`config.mk`:
```
export PLATFORM = sky130hd
export DESIGN_NAME = spi_cmd_parser
export DESIGN_NICKNAME = d
export VERILOG_FILES = /design/src/rtl/spi_cmd_parser.sv
export SDC_FILE = /design/constraint.sdc
export NUM_CORES = 1
export LEC_CHECK = 0
export CORE_UTILIZATION = 45
export CTS_BUF_LIST = sky130_fd_sc_hd__clkbuf_8
export DETAILED_ROUTE_END_ITERATION = 10
export PLACE_DENSITY = 0.7
export SLEW_MARGIN = 20
export SYNTH_ARGS = -nofsm -noshare
export SYNTH_HDL_FRONTEND = slang
export SYNTH_SLANG_ARGS = --single-unit
export TNS_END_PERCENT = 100
```
`constraint.sdc`:
```
create_clock -name i_clk -period 3.1 [get_ports i_clk]
set_clock_uncertainty 0.05 [all_clocks]
set_input_delay 0.775 -clock i_clk [delete_from_list [all_inputs] [get_ports i_clk]]
set_output_delay 0.775 -clock i_clk [all_outputs]
set_load 0.1 [all_outputs]
```
`src/rtl/spi_cmd_parser.sv`:
```
// -----------------------------------------------------------------------------
// spi_cmd_parser
//
// Parses framed SPI command sequences into register-write transactions.
// A frame is one chip-select-low period. The first byte of a frame is an
// opcode. A write opcode is followed by an address byte and then a burst of
// data bytes. Each data byte produces one write, and the address increments
// after each write.
//
// Ports:
//   i_clk          system clock (same domain as the SPI byte receiver)
//   i_reset        synchronous, active-high reset
//   i_ssel         raw chip select from the pin, active low, asynchronous
//   i_cmd          received byte from the byte receiver
//   i_cmd_valid    byte valid; a new byte is signalled by its 0->1 edge
//   o_wr_en        one-cycle register write strobe
//   o_wr_addr      write address; holds its last value when o_wr_en=0
//   o_wr_data      write data; holds its last value when o_wr_en=0
//   o_busy         high while a frame is being parsed (state != IDLE)
//   o_err_count    frames with an unknown opcode, saturating at 8'hFF
//   o_frame_count  completed frames of any opcode, wrapping at 8'hFF
// -----------------------------------------------------------------------------
module spi_cmd_parser #(
    parameter int          ADDR_W   = 8,
    parameter logic [7:0]  OP_WRITE = 8'h02,
    parameter logic [7:0]  OP_NOP   = 8'h00
) (
    input  logic              i_clk,
    input  logic              i_reset,
    input  logic              i_ssel,
    input  logic [7:0]        i_cmd,
    input  logic              i_cmd_valid,
    output logic              o_wr_en,
    output logic [ADDR_W-1:0] o_wr_addr,
    output logic [7:0]        o_wr_data,
    output logic              o_busy,
    output logic [7:0]        o_err_count,
    output logic [7:0]        o_frame_count
);

    typedef enum logic [1:0] {
        ST_IDLE = 2'd0,
        ST_ADDR = 2'd1,
        ST_DATA = 2'd2,
        ST_SKIP = 2'd3
    } state_t;

    state_t             r_state;
    state_t             w_state_next;

    logic               r_ssel_meta;
    logic               r_ssel_s;
    logic               r_ssel_s_d;
    logic [1:0]         r_sync_live;
    logic               r_armed;
    logic               r_cmd_valid_d;

    logic [ADDR_W-1:0]  r_addr;
    logic [ADDR_W-1:0]  w_addr_next;
    logic               r_wr_en;
    logic               w_wr_en_next;
    logic [ADDR_W-1:0]  r_wr_addr;
    logic [ADDR_W-1:0]  w_wr_addr_next;
    logic [7:0]         r_wr_data;
    logic [7:0]         w_wr_data_next;
    logic [7:0]         r_err_count;
    logic [7:0]         r_frame_count;
    logic               w_err_inc;
    logic               w_frame_inc;

    logic               w_frame_end;
    logic               w_byte_stb;

    // Frame end is the rising edge of the synchronized chip select.
    assign w_frame_end = r_ssel_s & ~r_ssel_s_d;

    // A byte counts only on the 0->1 edge of cmd_valid, only inside a frame,
    // and never in the cycle the frame ends (frame end wins the collision).
    // r_armed blocks parsing after reset until the pin has been seen
    // deselected, so the tail of a frame interrupted by reset is ignored.
    assign w_byte_stb = i_cmd_valid & ~r_cmd_valid_d & ~r_ssel_s
                        & r_armed & ~w_frame_end;

    // -------------------------------------------------------------------------
    // Synchronizer, edge detectors and arming
    // -------------------------------------------------------------------------
    always_ff @(posedge i_clk) begin
        if (i_reset) begin
            r_ssel_meta   <= 1'b1;
            r_ssel_s      <= 1'b1;
            r_ssel_s_d    <= 1'b1;
            r_sync_live   <= 2'b00;
            r_armed       <= 1'b0;
            r_cmd_valid_d <= 1'b0;
        end else begin
            r_ssel_meta   <= i_ssel;
            r_ssel_s      <= r_ssel_meta;
            r_ssel_s_d    <= r_ssel_s;
            r_cmd_valid_d <= i_cmd_valid;
            // r_sync_live[1] means r_ssel_s now reflects the pin. Before that,
            // it still shows the reset value and cannot be trusted.
            r_sync_live   <= {r_sync_live[0], 1'b1};
            if (r_sync_live[1] && r_ssel_s) begin
                r_armed <= 1'b1;
            end
        end
    end

    // -------------------------------------------------------------------------
    // FSM state register and datapath registers
    // -------------------------------------------------------------------------
    always_ff @(posedge i_clk) begin
        if (i_reset) begin
            r_state       <= ST_IDLE;
            r_addr        <= '0;
            r_wr_en       <= 1'b0;
            r_wr_addr     <= '0;
            r_wr_data     <= 8'h00;
            r_err_count   <= 8'h00;
            r_frame_count <= 8'h00;
        end else begin
            r_state   <= w_state_next;
            r_addr    <= w_addr_next;
            r_wr_en   <= w_wr_en_next;
            r_wr_addr <= w_wr_addr_next;
            r_wr_data <= w_wr_data_next;
            if (w_err_inc && (r_err_count != 8'hFF)) begin
                r_err_count <= r_err_count + 8'd1;
            end
            if (w_frame_inc) begin
                r_frame_count <= r_frame_count + 8'd1;
            end
        end
    end

    // -------------------------------------------------------------------------
    // Next-state and output logic
    // -------------------------------------------------------------------------
    always_comb begin
        w_state_next   = r_state;
        w_addr_next    = r_addr;
        w_wr_en_next   = 1'b0;
        w_wr_addr_next = r_wr_addr;
        w_wr_data_next = r_wr_data;
        w_err_inc      = 1'b0;
        w_frame_inc    = 1'b0;

        if (w_frame_end) begin
            if (r_state != ST_IDLE) begin
                w_state_next = ST_IDLE;
                w_frame_inc  = 1'b1;
            end
        end else if (w_byte_stb) begin
            case (r_state)
                ST_IDLE: begin
                    if (i_cmd == OP_WRITE) begin
                        w_state_next = ST_ADDR;
                    end else begin
                        // NOP and unknown opcodes both skip the rest of the frame.
                        w_state_next = ST_SKIP;
                        w_err_inc    = (i_cmd != OP_NOP);
                    end
                end
                ST_ADDR: begin
                    w_addr_next  = i_cmd[ADDR_W-1:0];
                    w_state_next = ST_DATA;
                end
                ST_DATA: begin
                    w_wr_en_next   = 1'b1;
                    w_wr_addr_next = r_addr;
                    w_wr_data_next = i_cmd;
                    w_addr_next    = r_addr + ADDR_W'(1);
                end
                default: begin
                    // ST_SKIP: bytes are ignored until frame end.
                end
            endcase
        end
    end

    assign o_wr_en       = r_wr_en;
    assign o_wr_addr     = r_wr_addr;
    assign o_wr_data     = r_wr_data;
    assign o_busy        = (r_state != ST_IDLE);
    assign o_err_count   = r_err_count;
    assign o_frame_count = r_frame_count;

endmodule
```
==> impl_results.md <==
- Number of gates resized after cts: 0
- Initial Util: 48.38%
- # port buffers: 45
- Final worst path period share: 76.98%
- Area grow syn2layout: 23.06%
- Die area: 5092 µm²
- Cells taking the most area after synthesis: dfxtp_1, nand2_1, a21oi_1
- Number of flops mapped to enable cells by yosys: 0
- CTS Sinks: 50
- Cell Rows: 24
- Fin nets: 314
- DRT Pass-1 Iters: 7
- Setup TNS after final layout: 0 ns
- Synthesized instance count: 256
- Worst setup EP type: flip-flop
- Layout cells sized above 1: 17.57%
- Max Cap Viol: 0
- Initial antenna violation count: 0
- Via count: 1877
- Setup CP Type: in2reg
- Commonest cells post-synth: dfxtp_1, nand2_1, a21oi_1
- Post-DP HPWL: 3196 µm
- VDD IR-drop max: 0.3171 mV
- Clk_lat worst skew: 0.30 ns
- Failing checks: design-rule violations
- Clock root buffer: clkbuf_8
- Die Ht: 71.36 µm
- Pwr/cell area: 433.6 nW/µm²
- Drt total wl: 4543 µm
- Avg Cell Area, Syn: 8.455 µm²
- R2R setup slack: 1.17 ns
- GPL Wtd Cong: 0.8213
- Outcome: complete, but fails checks
- Hold_buf cts: 0
- Area leader, netlist: dfxtp_1
- H-tree Lvls: 2
- Routed length per instance: 13.05 µm
- Total CTS buffers: 5
- Initial drt markers: 91
- Synth Warn #: 0
- Final core occ: 59.54%
- Setup Buffers After CTS: 0
- Worst Hold Depth: 1
- Leakage: 0.9962 nW
- Seq/Total Area, Yosys: 46.24%
- Relative slew margins: 51.07%
- CP arrival: 2.53 ns
- R2r startpoint: r_state[0]$_SDFFE_PP0P_
- Synth Cell Area: 2165 µm²
- Num ports: 46
- End of the worst register-to-register path: o_frame_count[4]$_SDFFE_PP0P_
- Hold EP: r_ssel_s$_SDFF_PP1_
- Crit path launch type: primary input
- CTS Buffer Depth: 2
- Post-synthesis async set-or-reset flop share: 0%
- Maximum fanout along the worst path: 3
- Grt ovf: 0
- Worst EP required: 3.24 ns
- Fin. Hold Viols: 0
- Vias in the first global route: 1636
- Final Setup Violations: 0
- Max Fclk: 419.0 MHz
- Global-route wire length before repair: 7803 µm
- Slew Limit Fails: 0
- Min-delay worst type: reg2reg
- Syn nets: 274
- Number of synthesized register bits: 50
- Clock tree from TritonCTS: done
- Horiz. Die Dim: 71.36 µm
- Fin crit period: 2.387 ns
- Antenna Cells: 0
- RSZ-0062 raised after global routing: no
- Largest net degree at the start of global routing: 18
- R2R cell count: 6
- Final ANT Viol Nets: 0
- Unique masters post-synth: 42
- HP Start: r_ssel_meta$_SDFF_PP1_
- Number of vias per cell: 5.394
- Yosys top cell area share: 46.24%
- Slew @ Worst Pin: 0.7324 ns
- Clock Pin Slew Worst Setup and Hold Paths: 0.08 ns
- Total Routing Usage GR: 19.45%
- Most numerous cell in the Yosys netlist: dfxtp_1
- Core Footprint: 4474 µm²
- Final routed DRC violation total: 2
- Main synth FF type: dfxtp_1
## logic make-up (layout without fill, tap and decap cells)
family / after synthesis / in the layout / share of synthesized area, %
multiplexers: 2 / 2 / 0.9249
AO/OA/AOI/OAI: 62 / 62 / 17.75
flip-flops: 50 / 50 / 46.24
XOR/XNOR: 6 / 6 / 2.428
buffers and inverters: 21 / 61 / 4.104
AND/OR/NAND/NOR: 109 / 109 / 25.09
adder cells (fa/ha/maj): 6 / 6 / 3.468
## routing by layer
metal,track usage [%],share of wire [%],wire (µm),up-vias
li1,-,-,-,982
met1,28.02,50,2280,851
met2,28.68,45,2042,42
met3,5.345,4.3,194,2
met4,5.333,0.59,27,0
met5,0,0,0,-
## worst max path at each step
stage                                startpoint                           to  slack [ns]
global route                           i_cmd[4]  o_err_count[1]$_SDFFE_PP0P_        0.67
CTS                                    i_cmd[4]      r_state[1]$_SDFFE_PP0P_        0.74
floorplan           o_err_count[2]$_SDFFE_PP0P_  o_err_count[5]$_SDFFE_PP0P_        0.86
detailed placement                     i_cmd[4]      r_state[1]$_SDFFE_PP0P_        0.42
global placement                       i_cmd[4]      r_state[1]$_SDFFE_PP0P_        0.44
finish                                 i_cmd[4]      r_state[1]$_SDFFE_PP0P_        0.71
## worst max-delay path, stage by stage
cell and delay [ns]:
clkdlybuf4s50_1 0.47, or4_4 0.59, or4_1 0.52, and3_1 0.18
## report_power, final
group	internal, mW	total, mW	switching, mW
Sequential	0.646	0.649	0.00217
Combinational	0.0229	0.0480	0.0251
Clock	0.258	0.458	0.200
## layout by cell type (no fill, tap or decap), types with 4 or more instances in the layout
| cell | count |
|---|---|
| nand4_1 | 7 |
| nor2_1 | 11 |
| o21ai_0 | 8 |
| a211oi_1 | 4 |
| inv_1 | 5 |
| ha_1 | 6 |
| a21oi_1 | 32 |
| o31ai_1 | 4 |
| nand3_1 | 8 |
| buf_4 | 37 |
| or3_1 | 5 |
| or4_1 | 6 |
| clkbuf_8 | 6 |
| nor2b_1 | 4 |
| clkdlybuf4s50_1 | 11 |
| or2_2 | 4 |
| nand2_1 | 49 |
| dfxtp_1 | 50 |
| and3_1 | 4 |
## registers in the layout (all words and copies together) (netlist names)
| name | cells |
|---|---|
| r_ssel_meta | 1 |
| r_cmd_valid_d | 1 |
| o_wr_addr | 8 |
| r_sync_live | 2 |
| o_err_count | 8 |
| r_state | 2 |
| o_wr_en | 1 |
| o_frame_count | 8 |
| r_armed | 1 |
| r_ssel_s | 1 |
| r_addr | 8 |
| o_wr_data | 8 |
| r_ssel_s_d | 1 |
## stage by stage
step                      worst slack [ns]  hold slack (ns)  std cells  area (µm²)  total power, mW
after floorplan                     0.8627           0.3395        256        2165           0.6866
after global placement              0.4426           0.3436        341        2551           0.7118
after detailed placement            0.4219           0.3459        341        2551           0.7118
after CTS                           0.7366           0.3664        348        2664            1.169
after global routing                0.6728           0.3713        348        2664            1.201
final                               0.7135           0.3641        348        2664            1.155
## layout make-up
| class | count | area, µm² |
|---|---|---|
| clock buffers | 6 | 82.58 |
| well taps | 52 | 65.06 |
| flip-flops and latches | 50 | 1001 |
| inverters | 6 | 22.52 |
| clock inverters | 1 | 30.03 |
| multi-input cells | 185 | 1075 |
| fillers | 408 | 1810 |
| repair buffers | 48 | 387.9 |
(Power assumes the default switching activity.)
